$ cat config.mk
export PLATFORM = sky130hd
export DESIGN_NAME = lsu_ctrl_flat
export DESIGN_NICKNAME = d
export VERILOG_FILES = /design/src/rtl/lsu_ctrl_pkg.sv /design/src/rtl/lsu_ctrl_if.sv /design/src/rtl/lsu_ctrl_align.sv /design/src/rtl/lsu_ctrl.sv /design/src/flat_wrapper.sv
export SDC_FILE = /design/constraint.sdc
export NUM_CORES = 1
export LEC_CHECK = 0
export CORE_ASPECT_RATIO = 0.75
export CORE_MARGIN = 10
export CORE_UTILIZATION = 26
export DETAILED_ROUTE_END_ITERATION = 12
export SLEW_MARGIN = 15
export SYNTH_ARGS = -nofsm -noshare
export SYNTH_HDL_FRONTEND = slang
export SYNTH_SLANG_ARGS = --single-unit
$ cat constraint.sdc
create_clock -name clk -period 2.5 [get_ports clk]
set_clock_uncertainty 0.2 [all_clocks]
set_input_delay 0.625 -clock clk [delete_from_list [all_inputs] [get_ports clk]]
set_output_delay 0.625 -clock clk [all_outputs]
set_load 0.03 [all_outputs]
$ cat src/rtl/lsu_ctrl_pkg.sv
// Shared definitions for the load/store unit: funct3 size codes, access size
// decode, FSM state encoding and the misalignment predicate.
package lsu_ctrl_pkg;

  localparam logic [2:0] F3_BYTE  = 3'b000;
  localparam logic [2:0] F3_HALF  = 3'b001;
  localparam logic [2:0] F3_WORD  = 3'b010;
  localparam logic [2:0] F3_BYTEU = 3'b100;
  localparam logic [2:0] F3_HALFU = 3'b101;

  typedef enum logic [1:0] {
    SZ_BYTE,
    SZ_HALF,
    SZ_WORD
  } lsu_size_e;

  typedef enum logic [2:0] {
    IDLE,
    REQ,
    WAIT_R,
    DONE,
    ERR
  } lsu_state_e;

  // Reserved funct3 encodings fall through to a word access.
  function automatic lsu_size_e size_of(input logic [2:0] funct3);
    case (funct3)
      F3_BYTE, F3_BYTEU: size_of = SZ_BYTE;
      F3_HALF, F3_HALFU: size_of = SZ_HALF;
      F3_WORD:           size_of = SZ_WORD;
      default:           size_of = SZ_WORD;
    endcase
  endfunction

  function automatic logic is_misaligned(input logic [2:0] funct3, input logic [1:0] addr_lo);
    case (size_of(funct3))
      SZ_HALF: is_misaligned = addr_lo[0];
      SZ_WORD: is_misaligned = (addr_lo != 2'b00);
      default: is_misaligned = 1'b0;
    endcase
  endfunction

endpackage

$ cat src/rtl/lsu_ctrl_if.sv
// Data TCM request/grant/response bus; master is the LSU, slave is the memory.
interface lsu_ctrl_if;

  logic        dtcm_req;
  logic        dtcm_gnt;
  logic        dtcm_we;
  logic [31:0] dtcm_addr;
  logic [3:0]  dtcm_be;
  logic [31:0] dtcm_wdata;
  logic        dtcm_rvalid;
  logic [31:0] dtcm_rdata;

  modport master (
    output dtcm_req, dtcm_we, dtcm_addr, dtcm_be, dtcm_wdata,
    input  dtcm_gnt, dtcm_rvalid, dtcm_rdata
  );

  modport slave (
    input  dtcm_req, dtcm_we, dtcm_addr, dtcm_be, dtcm_wdata,
    output dtcm_gnt, dtcm_rvalid, dtcm_rdata
  );

endinterface

$ cat src/rtl/lsu_ctrl_align.sv
// lsu_align: combinational byte-enable generation, store data replication and
// load lane extraction with sign/zero extension.
module lsu_align
  import lsu_ctrl_pkg::*;
(
  input  logic [2:0]  funct3_i,
  input  logic [1:0]  addr_lo_i,
  input  logic [31:0] wdata_i,
  input  logic [31:0] rdata_i,
  output logic [3:0]  be_o,
  output logic [31:0] wdata_o,
  output logic [31:0] rdata_o
);

  logic [7:0]  lane_b;
  logic [15:0] lane_h;
  logic        is_unsigned;

  // funct3[2] marks the zero-extending load variants.
  always_comb begin
    be_o        = 4'b1111;
    wdata_o     = wdata_i;
    rdata_o     = rdata_i;
    is_unsigned = funct3_i[2];
    lane_h      = addr_lo_i[1] ? rdata_i[31:16] : rdata_i[15:0];
    case (addr_lo_i)
      2'b00:   lane_b = rdata_i[7:0];
      2'b01:   lane_b = rdata_i[15:8];
      2'b10:   lane_b = rdata_i[23:16];
      default: lane_b = rdata_i[31:24];
    endcase

    case (size_of(funct3_i))
      SZ_BYTE: begin
        be_o    = 4'b0001 << addr_lo_i;
        wdata_o = {4{wdata_i[7:0]}};
        rdata_o = is_unsigned ? {24'h000000, lane_b} : {{24{lane_b[7]}}, lane_b};
      end
      SZ_HALF: begin
        be_o    = addr_lo_i[1] ? 4'b1100 : 4'b0011;
        wdata_o = {2{wdata_i[15:0]}};
        rdata_o = is_unsigned ? {16'h0000, lane_h} : {{16{lane_h[15]}}, lane_h};
      end
      default: begin
        be_o    = 4'b1111;
        wdata_o = wdata_i;
        rdata_o = rdata_i;
      end
    endcase
  end

endmodule

$ cat src/rtl/lsu_ctrl.sv
// Load/store unit controller: one outstanding access to the data TCM.
// Optional LSU_MISALIGN_CHECK_EN traps misaligned half/word accesses into ERR.
module lsu_ctrl
  import lsu_ctrl_pkg::*;
(
  input  logic        clk,
  input  logic        rst,
  input  logic        ex_mem_read,
  input  logic        ex_mem_write,
  input  logic [2:0]  ex_funct3,
  input  logic [31:0] ex_addr,
  input  logic [31:0] ex_wdata,
  output logic        lsu_stall,
  output logic [31:0] lsu_rdata,
  output logic        lsu_rdata_valid,
  output logic        lsu_misalign,
  lsu_ctrl_if.master  dtcm
);

  lsu_state_e  state_q;
  logic [31:0] addr_q;
  logic [2:0]  funct3_q;
  logic [31:0] wdata_q;
  logic        we_q;
  logic [31:0] rdata_q;
  logic        rdata_valid_q;
  logic        misalign_q;

  logic        ex_req;
  logic        req_misaligned;
  logic        in_req;
  logic [3:0]  align_be;
  logic [31:0] align_wdata;
  logic [31:0] align_rdata;

  assign ex_req = ex_mem_read | ex_mem_write;

`ifdef LSU_MISALIGN_CHECK_EN
  assign req_misaligned = is_misaligned(ex_funct3, ex_addr[1:0]);
`else
  assign req_misaligned = 1'b0;
`endif

  lsu_align u_align (
    .funct3_i  (funct3_q),
    .addr_lo_i (addr_q[1:0]),
    .wdata_i   (wdata_q),
    .rdata_i   (dtcm.dtcm_rdata),
    .be_o      (align_be),
    .wdata_o   (align_wdata),
    .rdata_o   (align_rdata)
  );

  // A simultaneous read and write request is issued as a store.
  always_ff @(posedge clk) begin
    if (rst) begin
      state_q       <= IDLE;
      addr_q        <= '0;
      funct3_q      <= '0;
      wdata_q       <= '0;
      we_q          <= 1'b0;
      rdata_q       <= '0;
      rdata_valid_q <= 1'b0;
      misalign_q    <= 1'b0;
    end else begin
      rdata_valid_q <= 1'b0;
      misalign_q    <= 1'b0;
      case (state_q)
        IDLE: begin
          if (ex_req) begin
            addr_q   <= ex_addr;
            funct3_q <= ex_funct3;
            wdata_q  <= ex_wdata;
            we_q     <= ex_mem_write;
            if (req_misaligned) begin
              state_q    <= ERR;
              misalign_q <= 1'b1;
            end else begin
              state_q <= REQ;
            end
          end
        end
        REQ: begin
          if (dtcm.dtcm_gnt) begin
            state_q <= we_q ? DONE : WAIT_R;
          end
        end
        WAIT_R: begin
          if (dtcm.dtcm_rvalid) begin
            rdata_q       <= align_rdata;
            rdata_valid_q <= 1'b1;
            state_q       <= DONE;
          end
        end
        DONE:    state_q <= IDLE;
        ERR:     state_q <= IDLE;
        default: state_q <= IDLE;
      endcase
    end
  end

  // Bus qualifiers are gated so nothing but address/data leaks outside REQ.
  assign in_req            = (state_q == REQ);
  assign dtcm.dtcm_req     = in_req;
  assign dtcm.dtcm_we      = in_req & we_q;
  assign dtcm.dtcm_addr    = {addr_q[31:2], 2'b00};
  assign dtcm.dtcm_be      = in_req ? align_be : 4'b0000;
  assign dtcm.dtcm_wdata   = align_wdata;

  assign lsu_stall       = ((state_q == IDLE) && ex_req) || in_req || (state_q == WAIT_R);
  assign lsu_rdata       = rdata_q;
  assign lsu_rdata_valid = rdata_valid_q;
  assign lsu_misalign    = misalign_q;

endmodule
$ cat src/flat_wrapper.sv
// flat-port wrapper written by rule: the top's interface ports become plain ports
module lsu_ctrl_flat import lsu_ctrl_pkg::*;
  (clk, rst, ex_mem_read, ex_mem_write, ex_funct3, ex_addr, ex_wdata, lsu_stall, lsu_rdata, lsu_rdata_valid, lsu_misalign, dtcm_dtcm_req, dtcm_dtcm_we, dtcm_dtcm_addr, dtcm_dtcm_be, dtcm_dtcm_wdata, dtcm_dtcm_gnt, dtcm_dtcm_rvalid, dtcm_dtcm_rdata);
  lsu_ctrl_if dtcm_i ();
  input  logic clk;
  input  logic rst;
  input  logic ex_mem_read;
  input  logic ex_mem_write;
  input  logic [2:0] ex_funct3;
  input  logic [31:0] ex_addr;
  input  logic [31:0] ex_wdata;
  output logic lsu_stall;
  output logic [31:0] lsu_rdata;
  output logic lsu_rdata_valid;
  output logic lsu_misalign;
  output wire logic [$bits(dtcm_i.dtcm_req)-1:0] dtcm_dtcm_req;
  output wire logic [$bits(dtcm_i.dtcm_we)-1:0] dtcm_dtcm_we;
  output wire logic [$bits(dtcm_i.dtcm_addr)-1:0] dtcm_dtcm_addr;
  output wire logic [$bits(dtcm_i.dtcm_be)-1:0] dtcm_dtcm_be;
  output wire logic [$bits(dtcm_i.dtcm_wdata)-1:0] dtcm_dtcm_wdata;
  input wire logic [$bits(dtcm_i.dtcm_gnt)-1:0] dtcm_dtcm_gnt;
  input wire logic [$bits(dtcm_i.dtcm_rvalid)-1:0] dtcm_dtcm_rvalid;
  input wire logic [$bits(dtcm_i.dtcm_rdata)-1:0] dtcm_dtcm_rdata;
  assign dtcm_dtcm_req = dtcm_i.dtcm_req;
  assign dtcm_dtcm_we = dtcm_i.dtcm_we;
  assign dtcm_dtcm_addr = dtcm_i.dtcm_addr;
  assign dtcm_dtcm_be = dtcm_i.dtcm_be;
  assign dtcm_dtcm_wdata = dtcm_i.dtcm_wdata;
  assign dtcm_i.dtcm_gnt = dtcm_dtcm_gnt;
  assign dtcm_i.dtcm_rvalid = dtcm_dtcm_rvalid;
  assign dtcm_i.dtcm_rdata = dtcm_dtcm_rdata;
  lsu_ctrl u_core (.clk(clk), .rst(rst), .ex_mem_read(ex_mem_read), .ex_mem_write(ex_mem_write), .ex_funct3(ex_funct3), .ex_addr(ex_addr), .ex_wdata(ex_wdata), .lsu_stall(lsu_stall), .lsu_rdata(lsu_rdata), .lsu_rdata_valid(lsu_rdata_valid), .lsu_misalign(lsu_misalign), .dtcm(dtcm_i));
endmodule
==> summary.md, run 1 <==
| Metric | Value |
|---|---|
| Outcome | `completed` |
| Iter 0 DRT Violations | `219` |
| Synthesized area | `0.00493 mm²` |
| Yosys top cell by area | `dfxtp_1` |
| Fin. max-slew vios | `0` |
| Xor/xnor share of the synthesized area | `0%` |
| Sequential fraction of the synthesis area | `roughly two fifths` |
| GRT Overall Usage | `13.5%` |
| Setup crit start kind | `register` |
| CTS tree | `done` |
| Mean Syn Cell Area | `7.99 µm²` |
| Worst path required time | `about 1.7 ns` |
| Largest cells by area after synthesis | `dfxtp_1, nand2_1, a21oi_1, buf_4, mux2i_1` |
| Vias | `4,606` |
| Worst hold path class | `reg2reg` |
| Hold path cells | `2` |
| Total grt overflow | `0` |
| Compound-Gate Fraction of Synth Area | `19.3%` |
| RR Endpoint | `u_core.lsu_rdata[13]` |
| Top FF cell, synth | `dfxtp_1` |
| CTS buffer count | `9` |
| Area after DPL | `0.00707 mm²` |
| Final Cell Area | `0.00742 mm²` |
| Max-capacitance violation count | `0` |
| Hold_sp | `u_core.addr_q[8]` |
| Flops & latches, synth | `103` |
| Std cell rows | `43` |
| Antenna-violating nets left | `0` |
| First-pass GRT wire length | `26,400 µm` |
| Setup crit end kind | `output pin` |
| Leakage power | `2.83 nW` |
| R2R Setup Slk | `0.32 ns` |
| Clock Path Buffers | `2` |
| PD cells | `1070 mW/mm²` |
| Fmax | `411 MHz` |
| Largest net degree at the start of global routing | `between 60 and 70` |
| RSZ-0062 raised after global routing | `yes` |
| CTS sink cnt | `103` |
| Die W | `179 µm` |
| IR Drop Worst-Case VDD | `0.814 mV` |
| Crit-path max FO | `13` |
| Routed WL | `17,500 µm` |
| Reg-to-reg startpoint | `u_core.funct3_q[1]` |
| Fin nets | `891` |
| DP Wirelength | `13,300 µm` |
| Hold Crit Endpoint | `u_core.addr_q[8]` |
| Crit path launch | `u_core.funct3_q[1]` |
| # H-tree levels | `3` |
| Io pins | `210` |
| Largest family of logic cells by synthesized area | `compound AO/OA/AOI/OAI gates` |
| Worst Hold Margin | `0.255 ns` |
| Worst-margin pin slew | `0.754 ns` |
| Clk root buf | `clkbuf_16` |
| Post-Synth Simple-Gate Area | `18.3%` |
| Wirelength per Cell | `16.9 µm` |
| DRC | `0` |
| Worst-Skew Late Latency | `0.35 ns` |
| Syn Inst Count | `617` |
| Initial Utilization | `26.5%` |
| Total die area | `0.0249 mm²` |
| Post-synthesis mux area share | `7.52%` |
| Final Hold Vio Count | `0` |
| Worst Reg2Reg Path Length in Cells | `5` |
| Share of the synthesized area in the top cell type | `a little over two fifths` |
| Commonest non-fill, non-tap cells in the layout | `clkdlybuf4s50_1, nand2_1, dfxtp_1` |
| GPL Wtd Cong | `approximately 0.8` |
| Slew HR | `49.7%` |
| Clk slew on worst S/H paths | `0.07 ns` |
| Warnings, synthesis | `0` |
| Area grow syn2layout | `50.6%` |
| Critical path arrival | `between 1.5 and 2 ns` |
| Synth cell types | `35` |
| Detailed Routing Iterations Pass 1 | `4` |
| Post-synthesis adder-cell area fraction | `1.02%` |
| Cts hold-fix bufs | `0` |
| Antenna violations before repair | `0` |
| Async S/R FF share, synth | `0%` |
| Floorplan core area | `roughly 0.019 mm²` |
| Post-synth EDFFs | `0` |
| Die Span Y | `139 µm` |
| Commonest non-fill, non-tap cell in the layout | `clkdlybuf4s50_1` |
| Via density | `4.45` |
| Vias in the first global route | `4,428` |
| Port bufs | `206` |
| Fraction of layout cells with a size suffix above 1 | `approximately 14%` |
| Period Utilization, post-route | `97.3%` |
| Min cycle time layout | `2.43 ns` |
| Final setup viols | `0` |
| WS Path Type | `reg2out` |
[worst max-delay path, stage by stage, from the launching register on]
cell     delay, ns
dfxtp_4       0.43
nor2_4        0.18
buf_6         0.15
mux2_2        0.33
buf_4         0.17
[layer usage]
metal  vias up  share of wire [%]  GRT usage [%]
li1       2352                  -              -
met4         0                1.2           3.34
met2       141                 43           19.9
met3        15                9.5           5.52
met5         -                  0              0
met1      2098                 46           17.7
[Yosys cell counts, types with 7 or more instances]
| cell | number |
|---|---|
| a221oi_1 | 14 |
| mux2i_1 | 19 |
| nand2_1 | 162 |
| a211oi_2 | 12 |
| buf_4 | 41 |
| o21ai_1 | 9 |
| a21oi_1 | 68 |
| nor2_1 | 47 |
| a211oi_1 | 20 |
| clkbuf_1 | 24 |
| mux2_2 | 14 |
| inv_1 | 17 |
| buf_2 | 13 |
| o22ai_1 | 7 |
| dfxtp_1 | 103 |
[sequential cells by signal, indices dropped and copies added, names as in the netlist]
name,cells
u_core.wdata_q,32
u_core.addr_q,32
u_core.state_q,2
u_core.funct3_q,3
u_core.we_q,1
u_core.lsu_rdata,32
u_core.lsu_rdata_valid,1
[report_power, final]
group / internal, mW / total, mW / switching (mW)
Sequential: 2.06 / 2.34 / 0.284
Clock: 0.734 / 1.39 / 0.652
Combinational: 1.74 / 4.24 / 2.50
Total: 4.53 / 7.97 / 3.43
[cell type report]
type,instances,area (µm²)
antenna,1,2.50
clock buffer,12,256
clock inverter,4,28.8
fill,1917,11100
inverter,18,67.6
multi-input combinational,411,2340
sequential,103,2070
tap,247,309
timing repair buffer,239,2350
[timing repair]
item | 4_1_cts | 5_1_grt
pin swaps | 1 | 0
gates resized for setup | 22 | 5
setup endpoints to repair | 27 | 12
endpoints found under the hold margin | 0 | 0
buffers inserted | 1 | 2
[cell families (layout without fill, tap and decap cells)]
family | Yosys count | in the layout
DFF | 103 | 103
buffers and inverters | 105 | 273
other | 1 | 4
muxes | 35 | 35
adders and majority gates | 4 | 4
AOI/OAI and AO/OA | 141 | 141
and+or+nand+nor | 228 | 228
[metrics by stage]
stage	setup slack (ns)	setup TNS (ns)	power (mW)	cells	utilization [%]
after floorplan	0.156	0	5.05	619	-
after global placement	-0.176	-0.176	6.63	1015	38.1
after detailed placement	-0.215	-0.729	6.65	1015	38.1
after CTS	0.00800	0	8.08	1032	39.8
after global routing	-0.0203	-0.0369	8.50	1034	40.0
final	0.0679	0	7.97	1035	40.0
[worst max-delay path by stage]
| stage | slack, ns | cells past startpoint | to |
|---|---|---|---|
| 2_1_floorplan | 0.16 | 5 | lsu_stall |
| 3_3_place_gp | -0.18 | 5 | lsu_stall |
| 3_5_place_dp | -0.22 | 5 | lsu_stall |
| 4_1_cts | 0.008 | 5 | lsu_stall |
| 5_1_grt | -0.02 | 4 | dtcm_dtcm_wdata[27] |
| 6_report | 0.07 | 4 | dtcm_dtcm_wdata[15] |
Note: power is estimated with default switching activity, not from simulation.
==> run 2, diff against run 1 <==
--- a/config.mk
+++ b/config.mk
@@ -9,6 +9,7 @@
 export CORE_MARGIN = 10
 export CORE_UTILIZATION = 26
 export DETAILED_ROUTE_END_ITERATION = 12
+export GPL_ROUTABILITY_DRIVEN = 0
 export SLEW_MARGIN = 15
 export SYNTH_ARGS = -nofsm -noshare
 export SYNTH_HDL_FRONTEND = slang
==> constraint.sdc (replaced) <==
create_clock -name clk -period 2.5 [get_ports clk]
set_clock_uncertainty 0.2 [all_clocks]
set_input_delay 0.625 -clock clk [delete_from_list [all_inputs] [get_ports clk]]
set_output_delay 0.625 -clock clk [all_outputs]
set_load 0.01 [all_outputs]
==> run 2 against run 1 <==
Cell count rose by 0.29%. Die area is the same. Largest power group unchanged. Maximum frequency decreased by 0.37%.
==> summary.md, run 2 (same netlist as run 1, synthesis figures left out) <==
| Metric | Value |
|---|---|
| Fin. max-slew vios | `0 (unchanged)` |
| PD cells | `980 mW/mm² (was 1070 mW/mm²)` |
| Total grt overflow | `0 (unchanged)` |
| Hold_sp | `u_core.addr_q[31] (was u_core.addr_q[8])` |
| Commonest non-fill, non-tap cell in the layout | `clkdlybuf4s50_1 (unchanged)` |
| Clk slew on worst S/H paths | `0.07 ns (about the same)` |
| Fin cells | `1,038 (was 1,035)` |
| Setup crit start kind | `register (unchanged)` |
| CTS buffer count | `9 (unchanged)` |
| CTS tree | `done (unchanged)` |
| Slew HR | `49.2% (was 49.7%)` |
| Pre-CTS WS | `-0.502 ns (was -0.215 ns)` |
| Fmax | `410 MHz (was 411 MHz)` |
| Area grow syn2layout | `53.6% (was 50.6%)` |
| Hold path cells | `2 (unchanged)` |
| Wirelength per Cell | `17.6 µm (was 16.9 µm)` |
| Iter 0 DRT Violations | `290 (was 219)` |
| Slowest cell on crit path | `dfxtp_4 (unchanged)` |
| DP Wirelength | `13,000 µm (was 13,300 µm)` |
| Via density | `4.52 (was 4.45)` |
| RR Endpoint | `u_core.lsu_rdata[3] (was u_core.lsu_rdata[13])` |
| Crit path buffers/inverters | `2 (unchanged)` |
| Diode count | `0 (was 1)` |
| Crit-path cells | `bufbuf_16, mux2_2, dlygate4sd2_1 (was nor2_4, buf_6, mux2_2, buf_4)` |
| Crit-path max FO | `10 (was 13)` |
| Hold Crit Endpoint | `u_core.addr_q[31] (was u_core.addr_q[8])` |
| Routed WL | `18,200 µm (was 17,500 µm)` |
| Min cycle time layout | `2.44 ns (was 2.43 ns)` |
| Largest net degree at the start of global routing | `68 (unchanged)` |
| Antenna violations before repair | `0 (unchanged)` |
| Total die area | `0.0249 mm² (unchanged)` |
| Largest stage delay, worst path | `0.38 ns (was 0.43 ns)` |
| CTS sink cnt | `103 (unchanged)` |
| Final Hold Vio Count | `0 (unchanged)` |
| Cts hold-fix bufs | `0 (unchanged)` |
| Max-capacitance violation count | `0 (unchanged)` |
| Floorplan core area | `0.0186 mm² (unchanged)` |
| Die W | `179 µm (unchanged)` |
| Fin nets | `897 (was 891)` |
| P_sw | `2.80 mW (was 3.43 mW)` |
| Worst path required time | `1.67 ns (about the same)` |
| Fraction of layout cells with a size suffix above 1 | `13.5% (was 14.5%)` |
| Commonest non-fill, non-tap cells in the layout | `clkdlybuf4s50_1, nand2_1, dfxtp_1 (unchanged)` |
| Worst-Skew Late Latency | `0.35 ns (about the same)` |
| RSZ-0062 raised after global routing | `yes (unchanged)` |
| Die Span Y | `139 µm (unchanged)` |
| Cell Int Power | `4.61 mW (was 4.53 mW)` |
| Sw frac | `37.8% (was 43.1%)` |
| Final setup viols | `0 (unchanged)` |
| Final WS setup | `0.0590 ns (was 0.0679 ns)` |
| Clock group share of total power | `19.3% (was 17.4%)` |
| Vias in the first global route | `4,596 (was 4,428)` |
| DRC | `0 (unchanged)` |
| # H-tree levels | `3 (unchanged)` |
| Worst Reg2Reg Path Length in Cells | `6 (was 5)` |
| Placed insts | `1,013 (was 1,015)` |
| Io pins | `210 (unchanged)` |
| First-pass GRT wire length | `27,500 µm (was 26,400 µm)` |
| Outcome | `completed (unchanged)` |
| Sequential Power Share | `31.4% (was 29.4%)` |
| Detailed Routing Iterations Pass 1 | `4 (unchanged)` |
| Reg-to-reg startpoint | `u_core.funct3_q[1] (unchanged)` |
| Std cell rows | `43 (unchanged)` |
| Antenna-violating nets left | `0 (unchanged)` |
| Period Utilization, post-route | `97.6% (was 97.3%)` |
| Worst hold path class | `reg2reg (unchanged)` |
| Leakage power | `2.92 nW (was 2.83 nW)` |
| Clk root buf | `clkbuf_16 (unchanged)` |
| Worst-margin pin slew | `0.762 ns (was 0.754 ns)` |
| R2R Setup Slk | `0.22 ns (was 0.32 ns)` |
| Logic pwr share | `49.3% (was 53.2%)` |
| Cell family with most CP delay | `buffers and inverters (was flip-flops)` |
| Vias | `4,692 (was 4,606)` |
| Clock Path Buffers | `2 (unchanged)` |
| WS Path Type | `reg2out (unchanged)` |
| Port bufs | `206 (unchanged)` |
| IR Drop Worst-Case VDD | `0.748 mV (was 0.814 mV)` |
| Initial Utilization | `26.5% (unchanged)` |
| Critical path arrival | `1.62 ns (was 1.61 ns)` |
| GRT Overall Usage | `14.0% (was 13.5%)` |
| Setup crit end kind | `output pin (unchanged)` |
[run 2: per-stage QoR]
step | hold slack, ns | setup TNS, ns | utilization, % | cell area, µm² | total power, mW
CTS | 0.257 | -0.265 | 40.3 | 7490 | 7.49
floorplan | 0.233 | 0 | - | 4930 | 4.37
detailed placement | 0.247 | -1.12 | 38.2 | 7090 | 5.96
finish | 0.255 | 0 | 40.8 | 7570 | 7.41
global placement | 0.240 | -0.481 | 38.2 | 7090 | 5.94
global route | 0.269 | -0.00399 | 40.8 | 7570 | 7.94
[run 2: routing by layer]
layer	wire, µm	global-route usage, %	up-vias	part of all wire [%]
li1	-	-	2359	-
met1	8300	18.2	2174	46
met2	8040	21.2	148	44
met3	1670	5.54	11	9.2
met4	207	3.26	0	1.1
met5	0	0	-	0
[run 2: timing repair]
| item | CTS | global route |
|---|---|---|
| gates cloned | 2 | 1 |
| endpoints found under the setup margin | 31 | 7 |
| resized for setup | 76 | 13 |
| setup buffers | 4 | 5 |
| pin swaps | 2 | 2 |
[run 2: cell type report]
| cell class | count | area, µm² |
|---|---|---|
| multi-input cells | 411 | 2370 |
| inverters | 18 | 67.6 |
| clock inverters | 4 | 47.5 |
| flip-flops and latches | 103 | 2070 |
| fillers | 1908 | 11000 |
| well taps | 247 | 309 |
| clock buffers | 10 | 239 |
| repair buffers | 245 | 2460 |
[run 2: power by group through the flow]
stage | sequential (mW) | combinational, mW | clock (mW)
after floorplan | 2.33 | 2.04 | 0
after global placement | 2.32 | 3.62 | 0
after detailed placement | 2.34 | 3.63 | 0
after CTS | 2.33 | 3.66 | 1.49
after global routing | 2.39 | 4.00 | 1.55
final | 2.33 | 3.65 | 1.43
[run 2: worst min-delay path, cell delays in order (launching register included)]
cell and delay, ns:
dfxtp_1 0.31, nand2_1 0.05, a21oi_1 0.05
[run 2: worst max path at each step]
stage                                  start                  end  slack, ns  cells after the start
after floorplan                 ex_mem_write            lsu_stall       0.25                      5
after global placement          ex_mem_write            lsu_stall      -0.48                      5
after detailed placement         ex_mem_read            lsu_stall      -0.50                      5
after CTS                       ex_mem_write            lsu_stall      -0.24                      5
after global routing      u_core.funct3_q[1]      dtcm_dtcm_be[2]     -0.004                      4
final                     u_core.funct3_q[1]  dtcm_dtcm_wdata[22]       0.06                      3
==> run 3, diff against run 2 <==
--- a/config.mk
+++ b/config.mk
@@ -8,6 +8,7 @@
 export CORE_ASPECT_RATIO = 0.75
 export CORE_MARGIN = 10
 export CORE_UTILIZATION = 26
+export CTS_CLUSTER_SIZE = 28
 export DETAILED_ROUTE_END_ITERATION = 12
 export GPL_ROUTABILITY_DRIVEN = 0
 export SLEW_MARGIN = 15
==> results of run 3 <==
Final layout, timing and power as in run 2 (identical DEF).
